### src/rtl/masked_mul_sched_if.sv
// Handshake bundle for masked_mul_sched: two requesters, a randomness stream and one result stream.
// The scheduler takes the slave modport and its environment takes the master modport.
interface masked_mul_sched_if #(
  parameter int unsigned NUM_SHARES = 2,
  parameter int unsigned BIT_WIDTH  = 4
);
  localparam int unsigned NUM_QUAD  = NUM_SHARES * (NUM_SHARES - 1) / 2;
  localparam int unsigned RAND_BITS = 2 * NUM_QUAD * BIT_WIDTH;

  logic [1:0]                                 in_req_valid;
  logic [1:0]                                 out_req_ready;
  logic [1:0][NUM_SHARES-1:0][BIT_WIDTH-1:0]  in_req_a;
  logic [1:0][NUM_SHARES-1:0][BIT_WIDTH-1:0]  in_req_b;
  logic                                       in_rand_valid;
  logic                                       out_rand_ready;
  logic [RAND_BITS-1:0]                       in_rand;
  logic                                       out_res_valid;
  logic                                       in_res_ready;
  logic [NUM_SHARES-1:0][BIT_WIDTH-1:0]       out_res_c;
  logic                                       out_res_id;
  logic                                       out_busy;

  modport master (
    output in_req_valid, in_req_a, in_req_b, in_rand_valid, in_rand, in_res_ready,
    input  out_req_ready, out_rand_ready, out_res_valid, out_res_c, out_res_id, out_busy
  );

  modport slave (
    input  in_req_valid, in_req_a, in_req_b, in_rand_valid, in_rand, in_res_ready,
    output out_req_ready, out_rand_ready, out_res_valid, out_res_c, out_res_id, out_busy
  );
endinterface

### src/rtl/masked_mul_sched.sv
// Two-requester scheduler around one HPC3 masked GF(2^n) multiplier (1-cycle register stage).
// Macro MUL_SCHED_ROUND_ROBIN_EN selects round-robin arbitration; default is fixed priority.
module masked_hpc3_opt_mul #(
  parameter int unsigned NUM_SHARES = 2,
  parameter int unsigned BIT_WIDTH  = 4
) (
  input  logic                                                   in_clock,
  input  logic                                                   in_reset,
  input  logic [NUM_SHARES-1:0][BIT_WIDTH-1:0]                   in_a,
  input  logic [NUM_SHARES-1:0][BIT_WIDTH-1:0]                   in_b,
  input  logic [NUM_SHARES*(NUM_SHARES-1)/2*BIT_WIDTH-1:0]       in_r,
  input  logic [NUM_SHARES*(NUM_SHARES-1)/2*BIT_WIDTH-1:0]       in_p,
  output logic [NUM_SHARES-1:0][BIT_WIDTH-1:0]                   out_c
);
  // Reduction polynomial low terms: x^n+x+1 except n=5 (x^5+x^2+1) and n=8 (AES).
  localparam int unsigned POLY_INT = (BIT_WIDTH == 8) ? 32'h1b :
                                     (BIT_WIDTH == 5) ? 32'h05 : 32'h03;
  localparam logic [BIT_WIDTH-1:0] POLY = POLY_INT[BIT_WIDTH-1:0];

  function automatic logic [BIT_WIDTH-1:0] gf_mul(input logic [BIT_WIDTH-1:0] x,
                                                  input logic [BIT_WIDTH-1:0] y);
    logic [BIT_WIDTH-1:0] acc;
    logic [BIT_WIDTH-1:0] sh;
    acc = '0;
    sh  = x;
    for (int unsigned i = 0; i < BIT_WIDTH; i++) begin
      if (y[i]) acc = acc ^ sh;
      sh = sh[BIT_WIDTH-1] ? ((sh << 1) ^ POLY) : (sh << 1);
    end
    return acc;
  endfunction

  function automatic int unsigned pair_idx(input int unsigned i, input int unsigned j);
    int unsigned lo;
    int unsigned hi;
    lo = (i < j) ? i : j;
    hi = (i < j) ? j : i;
    return lo * NUM_SHARES - lo * (lo + 1) / 2 + (hi - lo - 1);
  endfunction

  logic [BIT_WIDTH-1:0] u_d [NUM_SHARES][NUM_SHARES];
  logic [BIT_WIDTH-1:0] u_q [NUM_SHARES][NUM_SHARES];
  logic [BIT_WIDTH-1:0] w_d [NUM_SHARES][NUM_SHARES];
  logic [BIT_WIDTH-1:0] w_q [NUM_SHARES][NUM_SHARES];

  // Pair (i,j) and (j,i) share r and p so the p terms cancel in the share sum.
  always_comb begin
    int unsigned k;
    logic [BIT_WIDTH-1:0] r;
    logic [BIT_WIDTH-1:0] p;
    k = 0;
    r = '0;
    p = '0;
    for (int unsigned i = 0; i < NUM_SHARES; i++) begin
      for (int unsigned j = 0; j < NUM_SHARES; j++) begin
        if (i == j) begin
          u_d[i][j] = gf_mul(in_a[i], in_b[i]);
          w_d[i][j] = '0;
        end else begin
          k = pair_idx(i, j);
          r = in_r[k*BIT_WIDTH +: BIT_WIDTH];
          p = in_p[k*BIT_WIDTH +: BIT_WIDTH];
          u_d[i][j] = gf_mul(in_a[i], in_b[j] ^ r);
          w_d[i][j] = gf_mul(in_a[i], r) ^ p;
        end
      end
    end
  end

  always_ff @(posedge in_clock or negedge in_reset) begin
    if (!in_reset) begin
      for (int unsigned i = 0; i < NUM_SHARES; i++) begin
        for (int unsigned j = 0; j < NUM_SHARES; j++) begin
          u_q[i][j] <= '0;
          w_q[i][j] <= '0;
        end
      end
    end else begin
      u_q <= u_d;
      w_q <= w_d;
    end
  end

  always_comb begin
    out_c = '0;
    for (int unsigned i = 0; i < NUM_SHARES; i++) begin
      for (int unsigned j = 0; j < NUM_SHARES; j++) begin
        out_c[i] = out_c[i] ^ u_q[i][j] ^ w_q[i][j];
      end
    end
  end
endmodule

module masked_mul_sched #(
  parameter int unsigned NUM_SHARES = 2,
  parameter int unsigned BIT_WIDTH  = 4,
  parameter int unsigned RAND_DEPTH = 4
) (
  input logic               in_clock,
  input logic               in_reset,
  masked_mul_sched_if.slave bus
);
  localparam int unsigned NUM_QUAD  = NUM_SHARES * (NUM_SHARES - 1) / 2;
  localparam int unsigned RAND_BITS = 2 * NUM_QUAD * BIT_WIDTH;
  localparam int unsigned HALF_BITS = NUM_QUAD * BIT_WIDTH;
  localparam int unsigned PTR_W     = $clog2(RAND_DEPTH);

  typedef logic [NUM_SHARES-1:0][BIT_WIDTH-1:0] shares_t;

  logic [RAND_BITS-1:0] rand_mem_q [RAND_DEPTH];
  logic [PTR_W-1:0]     rand_wr_q, rand_rd_q;
  logic [PTR_W:0]       rand_cnt_q, rand_cnt_d;
  logic                 rand_full, rand_empty, rand_push, rand_pop;
  logic [RAND_BITS-1:0] rand_head;

  shares_t              res_c_q [2];
  logic [1:0]           res_id_q;
  logic                 res_wr_q, res_rd_q;
  logic [1:0]           res_cnt_q, res_cnt_d;
  logic                 res_valid, res_push, res_pop;
  logic [1:0]           occ;

  logic                 inf_v_q, inf_id_q;
  logic                 issue, grant_id;
  shares_t              mul_a, mul_b, mul_c;
  logic [HALF_BITS-1:0] mul_r, mul_p;

  assign rand_full  = (rand_cnt_q == (PTR_W+1)'(RAND_DEPTH));
  assign rand_empty = (rand_cnt_q == '0);
  assign rand_push  = bus.in_rand_valid && !rand_full;
  assign rand_pop   = issue;
  assign rand_head  = rand_mem_q[rand_rd_q];

  assign res_valid = (res_cnt_q != 2'd0);
  assign res_pop   = res_valid && bus.in_res_ready;
  assign res_push  = inf_v_q;

  // Slots still owned once this cycle's pop retires; at most two may be outstanding.
  assign occ   = 2'(inf_v_q) + res_cnt_q - 2'(res_pop);
  assign issue = (|bus.in_req_valid) && !rand_empty && (occ < 2'd2);

`ifdef MUL_SCHED_ROUND_ROBIN_EN
  logic prio_q;
  always_ff @(posedge in_clock or negedge in_reset) begin
    if (!in_reset)  prio_q <= 1'b0;
    else if (issue) prio_q <= ~grant_id;
  end
  assign grant_id = bus.in_req_valid[prio_q] ? prio_q : ~prio_q;
`else
  assign grant_id = ~bus.in_req_valid[0];
`endif

  assign bus.out_req_ready  = issue ? (grant_id ? 2'b10 : 2'b01) : 2'b00;
  assign bus.out_rand_ready = in_reset && !rand_full;

  assign mul_a = issue ? bus.in_req_a[grant_id] : '0;
  assign mul_b = issue ? bus.in_req_b[grant_id] : '0;
  assign mul_r = issue ? rand_head[HALF_BITS-1:0] : '0;
  assign mul_p = issue ? rand_head[RAND_BITS-1:HALF_BITS] : '0;

  masked_hpc3_opt_mul #(
    .NUM_SHARES (NUM_SHARES),
    .BIT_WIDTH  (BIT_WIDTH)
  ) u_mul (
    .in_clock (in_clock),
    .in_reset (in_reset),
    .in_a     (mul_a),
    .in_b     (mul_b),
    .in_r     (mul_r),
    .in_p     (mul_p),
    .out_c    (mul_c)
  );

  always_comb begin
    rand_cnt_d = rand_cnt_q;
    unique case ({rand_push, rand_pop})
      2'b10:   rand_cnt_d = rand_cnt_q + 1'b1;
      2'b01:   rand_cnt_d = rand_cnt_q - 1'b1;
      default: rand_cnt_d = rand_cnt_q;
    endcase
  end

  always_comb begin
    res_cnt_d = res_cnt_q;
    unique case ({res_push, res_pop})
      2'b10:   res_cnt_d = res_cnt_q + 2'd1;
      2'b01:   res_cnt_d = res_cnt_q - 2'd1;
      default: res_cnt_d = res_cnt_q;
    endcase
  end

  always_ff @(posedge in_clock) begin
    if (rand_push) rand_mem_q[rand_wr_q] <= bus.in_rand;
  end

  always_ff @(posedge in_clock or negedge in_reset) begin
    if (!in_reset) begin
      rand_wr_q  <= '0;
      rand_rd_q  <= '0;
      rand_cnt_q <= '0;
      inf_v_q    <= 1'b0;
      inf_id_q   <= 1'b0;
      res_wr_q   <= 1'b0;
      res_rd_q   <= 1'b0;
      res_cnt_q  <= 2'd0;
      res_id_q   <= 2'b00;
      res_c_q[0] <= '0;
      res_c_q[1] <= '0;
    end else begin
      if (rand_push) rand_wr_q <= rand_wr_q + PTR_W'(1);
      if (rand_pop)  rand_rd_q <= rand_rd_q + PTR_W'(1);
      rand_cnt_q <= rand_cnt_d;
      inf_v_q    <= issue;
      if (issue) inf_id_q <= grant_id;
      if (res_push) begin
        res_c_q[res_wr_q]  <= mul_c;
        res_id_q[res_wr_q] <= inf_id_q;
        res_wr_q           <= ~res_wr_q;
      end
      if (res_pop) res_rd_q <= ~res_rd_q;
      res_cnt_q <= res_cnt_d;
    end
  end

  assign bus.out_res_valid = res_valid;
  assign bus.out_res_c     = res_valid ? res_c_q[res_rd_q] : '0;
  assign bus.out_res_id    = res_valid && res_id_q[res_rd_q];
  assign bus.out_busy      = inf_v_q || res_valid;
endmodule

### src/flat_wrapper.sv
// flat-port wrapper written by rule: the top's interface ports become plain ports
module masked_mul_sched_flat 
#(
  parameter int unsigned NUM_SHARES = 2,
  parameter int unsigned BIT_WIDTH  = 4,
  parameter int unsigned RAND_DEPTH = 4
)
  (in_clock, in_reset, bus_in_req_valid, bus_in_req_a, bus_in_req_b, bus_in_rand_valid, bus_in_rand, bus_in_res_ready, bus_out_req_ready, bus_out_rand_ready, bus_out_res_valid, bus_out_res_c, bus_out_res_id, bus_out_busy);
  masked_mul_sched_if #(.NUM_SHARES(NUM_SHARES), .BIT_WIDTH(BIT_WIDTH)) bus_i ();
  input logic in_clock;
  input logic in_reset;
  input wire logic [$bits(bus_i.in_req_valid)-1:0] bus_in_req_valid;
  input wire logic [$bits(bus_i.in_req_a)-1:0] bus_in_req_a;
  input wire logic [$bits(bus_i.in_req_b)-1:0] bus_in_req_b;
  input wire logic [$bits(bus_i.in_rand_valid)-1:0] bus_in_rand_valid;
  input wire logic [$bits(bus_i.in_rand)-1:0] bus_in_rand;
  input wire logic [$bits(bus_i.in_res_ready)-1:0] bus_in_res_ready;
  output wire logic [$bits(bus_i.out_req_ready)-1:0] bus_out_req_ready;
  output wire logic [$bits(bus_i.out_rand_ready)-1:0] bus_out_rand_ready;
  output wire logic [$bits(bus_i.out_res_valid)-1:0] bus_out_res_valid;
  output wire logic [$bits(bus_i.out_res_c)-1:0] bus_out_res_c;
  output wire logic [$bits(bus_i.out_res_id)-1:0] bus_out_res_id;
  output wire logic [$bits(bus_i.out_busy)-1:0] bus_out_busy;
  assign bus_i.in_req_valid = bus_in_req_valid;
  assign bus_i.in_req_a = bus_in_req_a;
  assign bus_i.in_req_b = bus_in_req_b;
  assign bus_i.in_rand_valid = bus_in_rand_valid;
  assign bus_i.in_rand = bus_in_rand;
  assign bus_i.in_res_ready = bus_in_res_ready;
  assign bus_out_req_ready = bus_i.out_req_ready;
  assign bus_out_rand_ready = bus_i.out_rand_ready;
  assign bus_out_res_valid = bus_i.out_res_valid;
  assign bus_out_res_c = bus_i.out_res_c;
  assign bus_out_res_id = bus_i.out_res_id;
  assign bus_out_busy = bus_i.out_busy;
  masked_mul_sched #(.NUM_SHARES(NUM_SHARES), .BIT_WIDTH(BIT_WIDTH), .RAND_DEPTH(RAND_DEPTH)) u_core (.in_clock(in_clock), .in_reset(in_reset), .bus(bus_i));
endmodule
### config.mk
export PLATFORM = sky130hd
export DESIGN_NAME = masked_mul_sched_flat
export DESIGN_NICKNAME = d
export VERILOG_FILES = /design/src/rtl/masked_mul_sched_if.sv /design/src/rtl/masked_mul_sched.sv /design/src/flat_wrapper.sv
export SDC_FILE = /design/constraint.sdc
export NUM_CORES = 1
export LEC_CHECK = 0
export BUFFER_PORTS_ARGS = -buffer_cell sky130_fd_sc_hd__buf_2
export CAP_MARGIN = 20
export CORE_MARGIN = 4
export CORE_UTILIZATION = 64
export DETAILED_ROUTE_END_ITERATION = 8
export PLACE_DENSITY_LB_ADDON = 0.12
export SETUP_SLACK_MARGIN = 0.05
export SLEW_MARGIN = 20
export SYNTH_ARGS = -nofsm -noshare
export SYNTH_HDL_FRONTEND = slang
export SYNTH_SLANG_ARGS = --single-unit
### constraint.sdc
create_clock -name in_clock -period 7.45 [get_ports in_clock]
set_input_delay 0.745 -clock in_clock [delete_from_list [all_inputs] [get_ports in_clock]]
set_output_delay 0.745 -clock in_clock [all_outputs]
set_load 0.05 [all_outputs]
# Word-level counts from Yosys, hierarchy flattened
# Memory sizes are Yosys's and may differ from the RTL's.
# Index checks and enable logic that the tools add are counted.
# word_totals
reg_bits	55
ram_bits	32
inputBits	46
mem_count	1
# memory_table
name	depth	width	read_ports	rd_clocked_by_memory_dff	wr	line_no	rtl
u_core.rand_mem_q	4	8	1	0	1	masked_mul_sched.sv:110	logic [RAND_BITS-1:0] rand_mem_q [RAND_DEPTH];
# classes
n_addsub	8
magnitude_cmp	8
eq_ne	5
mux	56
bitwise	37
n_reduce_logical	16
# ops
op	count
4-bit 2-to-1 mux	26
4-bit bitwise XOR	26
8-bit 2-to-1 mux	11
16-bit bitwise mux	1
2-bit 2-to-1 mux	8
2-bit NOT	6
8-bit demux with 1-bit select	1
1-bit logical AND	8
2-bit by 1-bit adder with 2-bit output (second input constant)	3
1-bit by 2-bit less-than comparator with 1-bit output (second input constant)	3
3-bit one-hot mux with 2 select lines	1
2-bit nonzero test	3
1-bit 2-to-1 mux	5
2-bit by 1-bit equality test with 1-bit output (second input constant)	2
2-bit equality test (second input constant)	2
2-bit greater-or-equal comparator (second input constant)	2
1-bit NOT with 2-bit output	2
2-bit one-hot mux with 2 select lines	1
3-bit by 1-bit adder with 3-bit output (second input constant)	1
3-bit equality test (second input constant)	1
3-bit logical NOT	1
1-bit NOT	3
3-bit by 1-bit subtractor with 3-bit output (second input constant)	1
1-bit by 2-bit adder with 2-bit output	1
other kinds (10)	11

# Longest topological paths before layout
# Gate-level depths: netlist of the first run.
# logic_depth
ltp_word	15
ltp_mapped	13
ltp_nobuf	10

# Modules after synthesis
# Synthesis of the first run repeated with hierarchy kept, for this count alone.
# unflattened
cells_unflattened	501
area_unflattened_um2	5375.2
# by_module_without_submodules
module	n_inst	cells_per_inst	area_each_um2	seq_area_each_um2
masked_mul_sched	1	212	2970.3	1736.7
masked_hpc3_opt_mul	1	289	2404.8	600.6

# Least setup slack after synthesis of the first run
# No wires, ideal clock.
# synth_timing
kind	input port to output port
start	input port bus_in_res_ready
end	output port bus_out_req_ready[0]
arrival_time_ns	2.251
t_required_ns	6.705
slack_ns	4.454
path_stages	6
cell_sequence	and2b_4 > mux2i_4 > o21ai_2 > inv_2 > buf_2 > and2_1
# synth_via
elab_chain_cells	5
# synth_rtl
item	line_no	rtl
start, declared	flat_wrapper.sv:17	input wire logic [$bits(bus_i.in_res_ready)-1:0] bus_in_res_ready;
1-bit logical AND	masked_mul_sched.sv:135	assign res_pop = res_valid && bus.in_res_ready;
2-bit by 1-bit subtractor with 2-bit output	masked_mul_sched.sv:139	assign occ = 2'(inf_v_q) + res_cnt_q - 2'(res_pop);
2-bit less-than comparator	masked_mul_sched.sv:140	assign issue = (|bus.in_req_valid) && !rand_empty && (occ < 2'd2);
1-bit logical AND	masked_mul_sched.sv:140	
via u_core.issue	masked_mul_sched.sv:124	logic issue, grant_id;
2-bit 2-to-1 mux	masked_mul_sched.sv:153	assign bus.out_req_ready = issue ? (grant_id ? 2'b10 : 2'b01) : 2'b00;
end, declared	flat_wrapper.sv:18	output wire logic [$bits(bus_i.out_req_ready)-1:0] bus_out_req_ready;
# The timed path passes the listed nets, and every way through them passes these cells.

# Worst setup path in the final report of the first run
# layout_timing
start	input port bus_in_req_valid[0]
end	output port bus_out_req_ready[0]
# layout_via
elab_chain_cells	4
# layout_rtl
item	line_no	rtl
start, declared	flat_wrapper.sv:12	input wire logic [$bits(bus_i.in_req_valid)-1:0] bus_in_req_valid;
2-bit OR reduction	masked_mul_sched.sv:140	
1-bit logical AND (2 in a row)	masked_mul_sched.sv:140	
2-bit 2-to-1 mux (*)	masked_mul_sched.sv:153	
# Mark *: on every way between the ends. The rest lies on a longest branch, timed or not.

==> results.sh, run 1 <==
export IMPL_switching_share_pct=46.6
export IMPL_synth_area_per_cell_sq_um=10.4
export IMPL_power_leakage_nw=2.49
export IMPL_drc=0
export IMPL_status="finished, final reports clean"
export IMPL_drv_cap=0
export IMPL_vias_per_cell=5.86
export IMPL_cts_hold_buf=0
export IMPL_grtUsageTotal_pct=24.3
export IMPL_vias=4013
export IMPL_seq_power_share_pct=30.2
export IMPL_path_class="input port to output port"
export IMPL_netlist_area_sq_um=5460
export IMPL_critPathSlowestCell="buf_2"
export IMPL_worst_pin_slew_ns=1.08
export IMPL_grt_pass1_vias=4085
export IMPL_gp_congestion=0.898
export IMPL_p_clk_share_pct=11.1
export IMPL_die_h_microns=100
export IMPL_die_x_microns=100
export IMPL_post_cts_buffers=0
export IMPL_netlist_cell_type_count=62
export IMPL_p_int_mw=1.46
export IMPL_layout_drive_gt1_share_pct=19.5
export IMPL_row_count=33
export IMPL_cts_root_buf="clkbuf_8"
export IMPL_final_hold_viol_count=0
export IMPL_nets=627
export IMPL_cts_buffer_depth=2
export IMPL_setup_viol=0
export IMPL_grt_overflow_total=0
export IMPL_synth_seq_cells=87
export IMPL_insertion_delay_ns=0.36
export IMPL_min_period_over_period_pct=47.9
export IMPL_synthTopCellsByArea="dfrtp_1 25%, edfxtp_1 18%, xnor2_1 12%"
export IMPL_antenna_found_initial=0
export IMPL_syn_nets=576
export IMPL_ys_flop_type="dfrtp_1"
export IMPL_grt_setup_unrepaired="false"
export IMPL_cts_htree_levels=3
export IMPL_fin_skew_ns=0.0164
export IMPL_slew_headroom_pct=27.5
export IMPL_wl_per_cell_microns=17.2
export IMPL_start_kind="input port"
export IMPL_postRouteWirelength_microns=11800
export IMPL_cts_tree="yes"
export IMPL_yosys_warnings=0
export IMPL_report_power_total_mw=2.74
export IMPL_start_util_pct=66.1
export IMPL_yosys_area_top_type_share_pct=25.2
export IMPL_yosysTopAreaCell="dfrtp_1"
export IMPL_dpl_hpwl_microns=8820
export IMPL_design_area_sq_um=5970
export IMPL_crit_path_max_incr_delay_ns=0.61
export IMPL_slew_viol_final=0
export IMPL_max_freq_mhz=280
export IMPL_crit_required_ns=6.70
export IMPL_clock_sinks=87
export IMPL_synth_async_sr_flop_share_pct=63.2
export IMPL_core_area_sq_um=8260
export IMPL_die_area_sq_um=10100
export IMPL_postPlaceCellArea_sq_um=5790
export IMPL_fillCellCount=642
export IMPL_dr_pass1_iters=5
export IMPL_final_antenna_net_count=0
export IMPL_cts_inserted_buffers=9
export IMPL_syn2layout_area_growth_pct=9.37
export IMPL_p_comb_share_pct=58.7
export IMPL_port_buffers=59
export IMPL_worstPathMaxFanout=34
export IMPL_crit_path_end_kind="output port"
export IMPL_path_clk_slew_ns=0.08
export IMPL_grt_max_degree=57
export IMPL_num_io_pins=60
export IMPL_ys_seq_area_share_pct=42.8
export IMPL_arrival_ns=2.83
export IMPL_grt_pass1_wl_microns=19100
export IMPL_cts_repair_resized=0
export IMPL_post_route_util_pct=72.3
export IMPL_netlist_instances=524
export IMPL_ir_drop_v=0.000244
export IMPL_diodes=0
export IMPL_timing_critical_path_mode_cell="buf_2"
export IMPL_switchingPower_mw=1.28
export IMPL_drt_iter0_markers=209
export IMPL_cp_cell_sequence="buf_2, nor2_1, nor2_2, o21ai_2, inv_2, and2_1, buf_2"
export IMPL_power_density_nw_per_um2=458
export IMPL_period_minus_slack_ns=3.57
export IMPL_synth_edf_count=32
export IMPL_hp_class="flip-flop to flip-flop"
export IMPL_finalSetupTns_ns=0
stage by stage:
step	cells	hold WS (ns)	setup slack, ns
after floorplan	524	0.449	4.45
after global placement	669	0.463	3.95
after detailed placement	669	0.470	3.81
after CTS	685	0.489	3.91
after global routing	685	0.521	3.76
final	685	0.485	3.88
cells by family (layout without fill, tap and decap cells):
family	after synthesis	after routing	share of synthesized area, %
AND/OR/NAND/NOR	167	167	13.5
buffers and inverters	30	86	2.66
AO/OA/AOI/OAI	84	84	10.8
XOR/XNOR	103	103	17.5
flip-flops	87	87	42.8
multiplexers	47	47	11.2
adder cells (fa/ha/maj)	6	6	1.51
cell usage in the layout, fill, tap and decap left out, types with 2 or more instances in the layout:
cell	n
xnor2_1	72
nand2_1	67
buf_2	59
dfrtp_1	55
nor2_1	53
edfxtp_1	32
o21ai_0	29
xor2_1	26
mux2i_1	25
a21oi_1	13
clkbuf_8	9
inv_1	8
mux2_2	8
mux4_2	8
nand3_1	8
nand2b_1	7
and2_1	7
nor3_1	6
nor2b_1	6
o22ai_1	5
ha_1	5
a21o_1	4
o211ai_1	4
mux2i_2	4
and3_1	4
nand3b_1	3
xnor2_2	3
a211oi_2	2
o21ai_2	2
o21ai_1	2
o2111ai_1	2
or3_1	2
a21boi_1	2
a22oi_1	2
a211oi_1	2
o21a_1	2
inv_6	2
clkinv_4	2
buf_4	2
final timing paths:
path,slack (ns),end,start,cells past startpoint
hold reg to reg,0.48,u_core.res_c_q[13]$_DFFE_PN0P_,u_core.res_c_q[13]$_DFFE_PN0P_,2
setup / recovery,3.88,bus_out_req_ready[0],bus_in_req_valid[0],7
max in group asynchronous,6.48,u_core.rand_cnt_q[1]$_DFFE_PN0P_,in_reset,2
hold / removal,0.48,u_core.res_c_q[13]$_DFFE_PN0P_,u_core.res_c_q[13]$_DFFE_PN0P_,2
setup reg to reg,4.38,u_core.rand_cnt_q[2]$_DFFE_PN0P_,u_core.inf_v_q$_DFF_PN0_,10
min in group asynchronous,0.50,u_core.u_mul.u_q[2]$_DFF_PN0_,in_reset,2
state kept, by name, summed over array words and instances, names as in the netlist:
name               flops
u_core.rand_mem_q     32
u_core.res_c_q        16
u_core.u_mul.u_q      16
u_core.u_mul.w_q       8
u_core.rand_cnt_q      3
u_core.rand_rd_q       2
u_core.rand_wr_q       2
u_core.res_cnt_q       2
u_core.res_id_q        2
u_core.inf_id_q        1
u_core.inf_v_q         1
u_core.res_rd_q        1
u_core.res_wr_q        1
per-layer routing:
metal | global-route usage [%] | wire length, microns | part of all wire, % | vias up
met5 | 0 | 0 | 0 | -
met4 | 11.7 | 418 | 3.6 | 0
met1 | 27.8 | 4630 | 39 | 1950
li1 | - | - | - | 1904
met2 | 44.1 | 6220 | 53 | 121
met3 | 3.61 | 487 | 4.1 | 38
power groups by stage:
| stage | logic, mW | clock network (mW) | registers [mW] |
|---|---|---|---|
| 5_1_grt | 1.75 | 0.331 | 0.848 |
| 3_5_place_dp | 1.60 | 0 | 0.840 |
| 3_3_place_gp | 1.55 | 0 | 0.827 |
| 4_1_cts | 1.60 | 0.312 | 0.829 |
| 2_1_floorplan | 1.35 | 0 | 0.768 |
| 6_report | 1.61 | 0.305 | 0.825 |
cell type report:
class                           instances  area, sq um  share of cell area [%]
Clock buffer                           10          128                    2.14
Tap cell                              105          131                    2.20
Clock inverter                          6         53.8                   0.901
Sequential cell                        87         2340                    39.1
Timing Repair Buffer                   61          310                    5.20
Multi-Input combinational cell        407         2980                    49.9
Inverter                                9         33.8                   0.566
worst max-delay path, delay by kind of cell:
family / cells / cell delay [ns]
AO/OA/AOI/OAI: 1 / 0.29
AND/OR/NAND/NOR: 3 / 0.57
buffers and inverters: 3 / 1.22
cells in the mapped netlist (7+ instances only):
master and number:
nand3_1 8, o21ai_0 29, inv_1 8, a21oi_1 13
dfrtp_1 55, nor2_1 53, edfxtp_1 32, clkbuf_1 9
nand2b_1 7, buf_2 7, mux2_2 8, xnor2_1 72
nand2_1 67, and2_1 7, xor2_1 26, mux2i_1 25
mux4_2 8
Note: power is estimated with default switching activity, not from simulation.
==> run 2, diff against run 1 <==
--- a/config.mk
+++ b/config.mk
@@ -8,7 +8,7 @@
 export BUFFER_PORTS_ARGS = -buffer_cell sky130_fd_sc_hd__buf_2
 export CAP_MARGIN = 20
 export CORE_MARGIN = 4
-export CORE_UTILIZATION = 64
+export CORE_UTILIZATION = 54
 export DETAILED_ROUTE_END_ITERATION = 8
 export PLACE_DENSITY_LB_ADDON = 0.12
 export SETUP_SLACK_MARGIN = 0.05
==> constraint.sdc (replaced) <==
create_clock -name in_clock -period 3.1 [get_ports in_clock]
set_input_delay 0.31 -clock in_clock [delete_from_list [all_inputs] [get_ports in_clock]]
set_output_delay 0.31 -clock in_clock [all_outputs]
set_load 0.05 [all_outputs]
==> results.sh, run 2 (synthesis gave the netlist of run 1 again) <==
export IMPL_status="finished, final reports clean"
export IMPL_vias=3936
export IMPL_drt_iter0_markers=271
export IMPL_die_h_microns=109
export IMPL_cts_tree="yes"
export IMPL_fin_skew_ns=0.0112
export IMPL_r2r_end="u_core.u_mul.u_q[5]$_DFF_PN0_"
export IMPL_vias_per_cell=5.44
export IMPL_grt_pass1_wl_microns=19300
export IMPL_post_route_util_pct=62.3
export IMPL_dr_pass1_iters=6
export IMPL_crit_required_ns=2.79
export IMPL_cts_root_buf="clkbuf_8"
export IMPL_path_class="flip-flop to output port"
export IMPL_worst_path_buf_inv=2
export IMPL_max_freq_mhz=370
export IMPL_final_antenna_net_count=0
export IMPL_cts_buffer_depth=2
export IMPL_critPathCapture="bus_out_req_ready[1]"
export IMPL_grtUsageTotal_pct=21.2
export IMPL_layout_drive_gt1_share_pct=20.8
export IMPL_grt_overflow_total=0
export IMPL_min_period_over_period_pct=87.1
export IMPL_cts_htree_levels=3
export IMPL_postRouteWirelength_microns=11800
export IMPL_final_hold_viol_count=0
export IMPL_stdcell_count=723
export IMPL_core_area_sq_um=9820
export IMPL_post_cts_buffers=0
export IMPL_diodes=0
export IMPL_slew_headroom_pct=33.0
export IMPL_arrival_ns=2.39
export IMPL_max_flop_register="u_core.rand_mem_q"
export IMPL_final_common_cell="xnor2_1"
export IMPL_register_area_sq_um=2340
export IMPL_start_kind="flip-flop"
export IMPL_antenna_found_initial=0
export IMPL_cts_inserted_buffers=9
export IMPL_ir_drop_v=0.000494
export IMPL_power_density_nw_per_um2=1090
export IMPL_wl_per_cell_microns=16.3
export IMPL_path_depth=6
export IMPL_gp_congestion=0.917
export IMPL_die_area_sq_um=11800
export IMPL_path_clk_slew_ns=0.08
export IMPL_row_count=36
export IMPL_dpl_hpwl_microns=8920
export IMPL_syn2layout_area_growth_pct=12.0
export IMPL_grt_setup_unrepaired="false"
export IMPL_dp_slack_ns=0.496
export IMPL_cp_cell_sequence="and2b_4, mux2i_4, o21ai_2, buf_4, nor2_1, buf_2"
export IMPL_period_minus_slack_ns=2.70
export IMPL_crit_path_end_kind="output port"
export IMPL_cts_repair_resized=0
export IMPL_top_regs="u_core.rand_mem_q (32), u_core.res_c_q (16), u_core.u_mul.u_q (16)"
export IMPL_power_leakage_nw=2.55
export IMPL_report_power_total_mw=6.69
export IMPL_grt_max_degree=56
export IMPL_rr_startpoint="u_core.inf_v_q$_DFF_PN0_"
export IMPL_finalHoldWorstSlack_ns=0.170
export IMPL_nets=637
export IMPL_critPathTopFamily="buffers and inverters"
export IMPL_start_util_pct=55.6
export IMPL_fillCellCount=881
export IMPL_worst_pin_slew_ns=0.998
export IMPL_setup_viol=0
export IMPL_worstPathMaxFanout=17
export IMPL_critPathSlowestCell="dfrtp_1"
export IMPL_crit_start="u_core.inf_v_q$_DFF_PN0_"
export IMPL_port_buffers=59
export IMPL_postPlaceCellArea_sq_um=5900
export IMPL_drv_cap=0
export IMPL_finalSetupTns_ns=0
export IMPL_cts_hold_buf=0
export IMPL_timing_final_ws_setup_ns=0.399
export IMPL_reg2reg_depth=7
export IMPL_largest_reg_flops=32
export IMPL_multi_input_area_sq_um=2980
export IMPL_dp_cells=707
export IMPL_design_area_sq_um=6120
export IMPL_final_cell_mix="72 x xnor2_1, 67 x nand2_1, 59 x buf_2"
export IMPL_die_x_microns=109
export IMPL_slew_viol_final=0
export IMPL_grt_pass1_vias=3893
export IMPL_num_io_pins=60
export IMPL_crit_path_max_incr_delay_ns=0.46
export IMPL_insertion_delay_ns=0.35
export IMPL_hp_class="input port to asynchronous set/reset pin"
export IMPL_clock_sinks=87
export IMPL_r2r_slack_ns=0.55
export IMPL_drc=0
==> run 2: cell types whose count changed in the layout (fill, tap and decap cells not counted), sizes merged <==
cell / delta
buf: +10
bufinv: +1
clkbuf: +1
inv: -2
==> run 2: report_power, final <==
group | internal [mW] | switching, mW
logic | 1.60 | 2.31
registers | 1.65 | 0.294
clock network | 0.428 | 0.404
total | 3.68 | 3.01
==> run 2: area by class of cell <==
| class | count | area share [%] |
|---|---|---|
| multi-input cells | 407 | 48.7 |
| flip-flops and latches | 87 | 38.2 |
| repair buffers | 71 | 6.30 |
| well taps | 133 | 2.72 |
| clock buffers | 11 | 2.50 |
| clock inverters | 5 | 1.04 |
| inverters | 9 | 0.552 |
==> run 2: how the worst min path moves through the flow <==
stage / startpoint / cells after the start / to
CTS: bus_in_rand[3] / 1 / u_core.rand_mem_q[2][3]$_DFFE_PP_
global route: bus_in_rand[0] / 1 / u_core.rand_mem_q[1][0]$_DFFE_PP_
global placement: u_core.res_c_q[11]$_DFFE_PN0P_ / 2 / u_core.res_c_q[11]$_DFFE_PN0P_
detailed placement: u_core.res_c_q[6]$_DFFE_PN0P_ / 2 / u_core.res_c_q[6]$_DFFE_PN0P_
finish: in_reset / 2 / u_core.res_c_q[6]$_DFFE_PN0P_
floorplan: in_reset / 0 / u_core.inf_id_q$_DFFE_PN0N_
==> run 2: per-layer routing <==
layer,part of all wire [%],vias up,GRT usage [%]
met5,0,-,0
li1,-,1929,-
met2,49,96,35.9
met4,2.4,0,7.66
met3,3.9,25,3.76
met1,45,1886,27.3
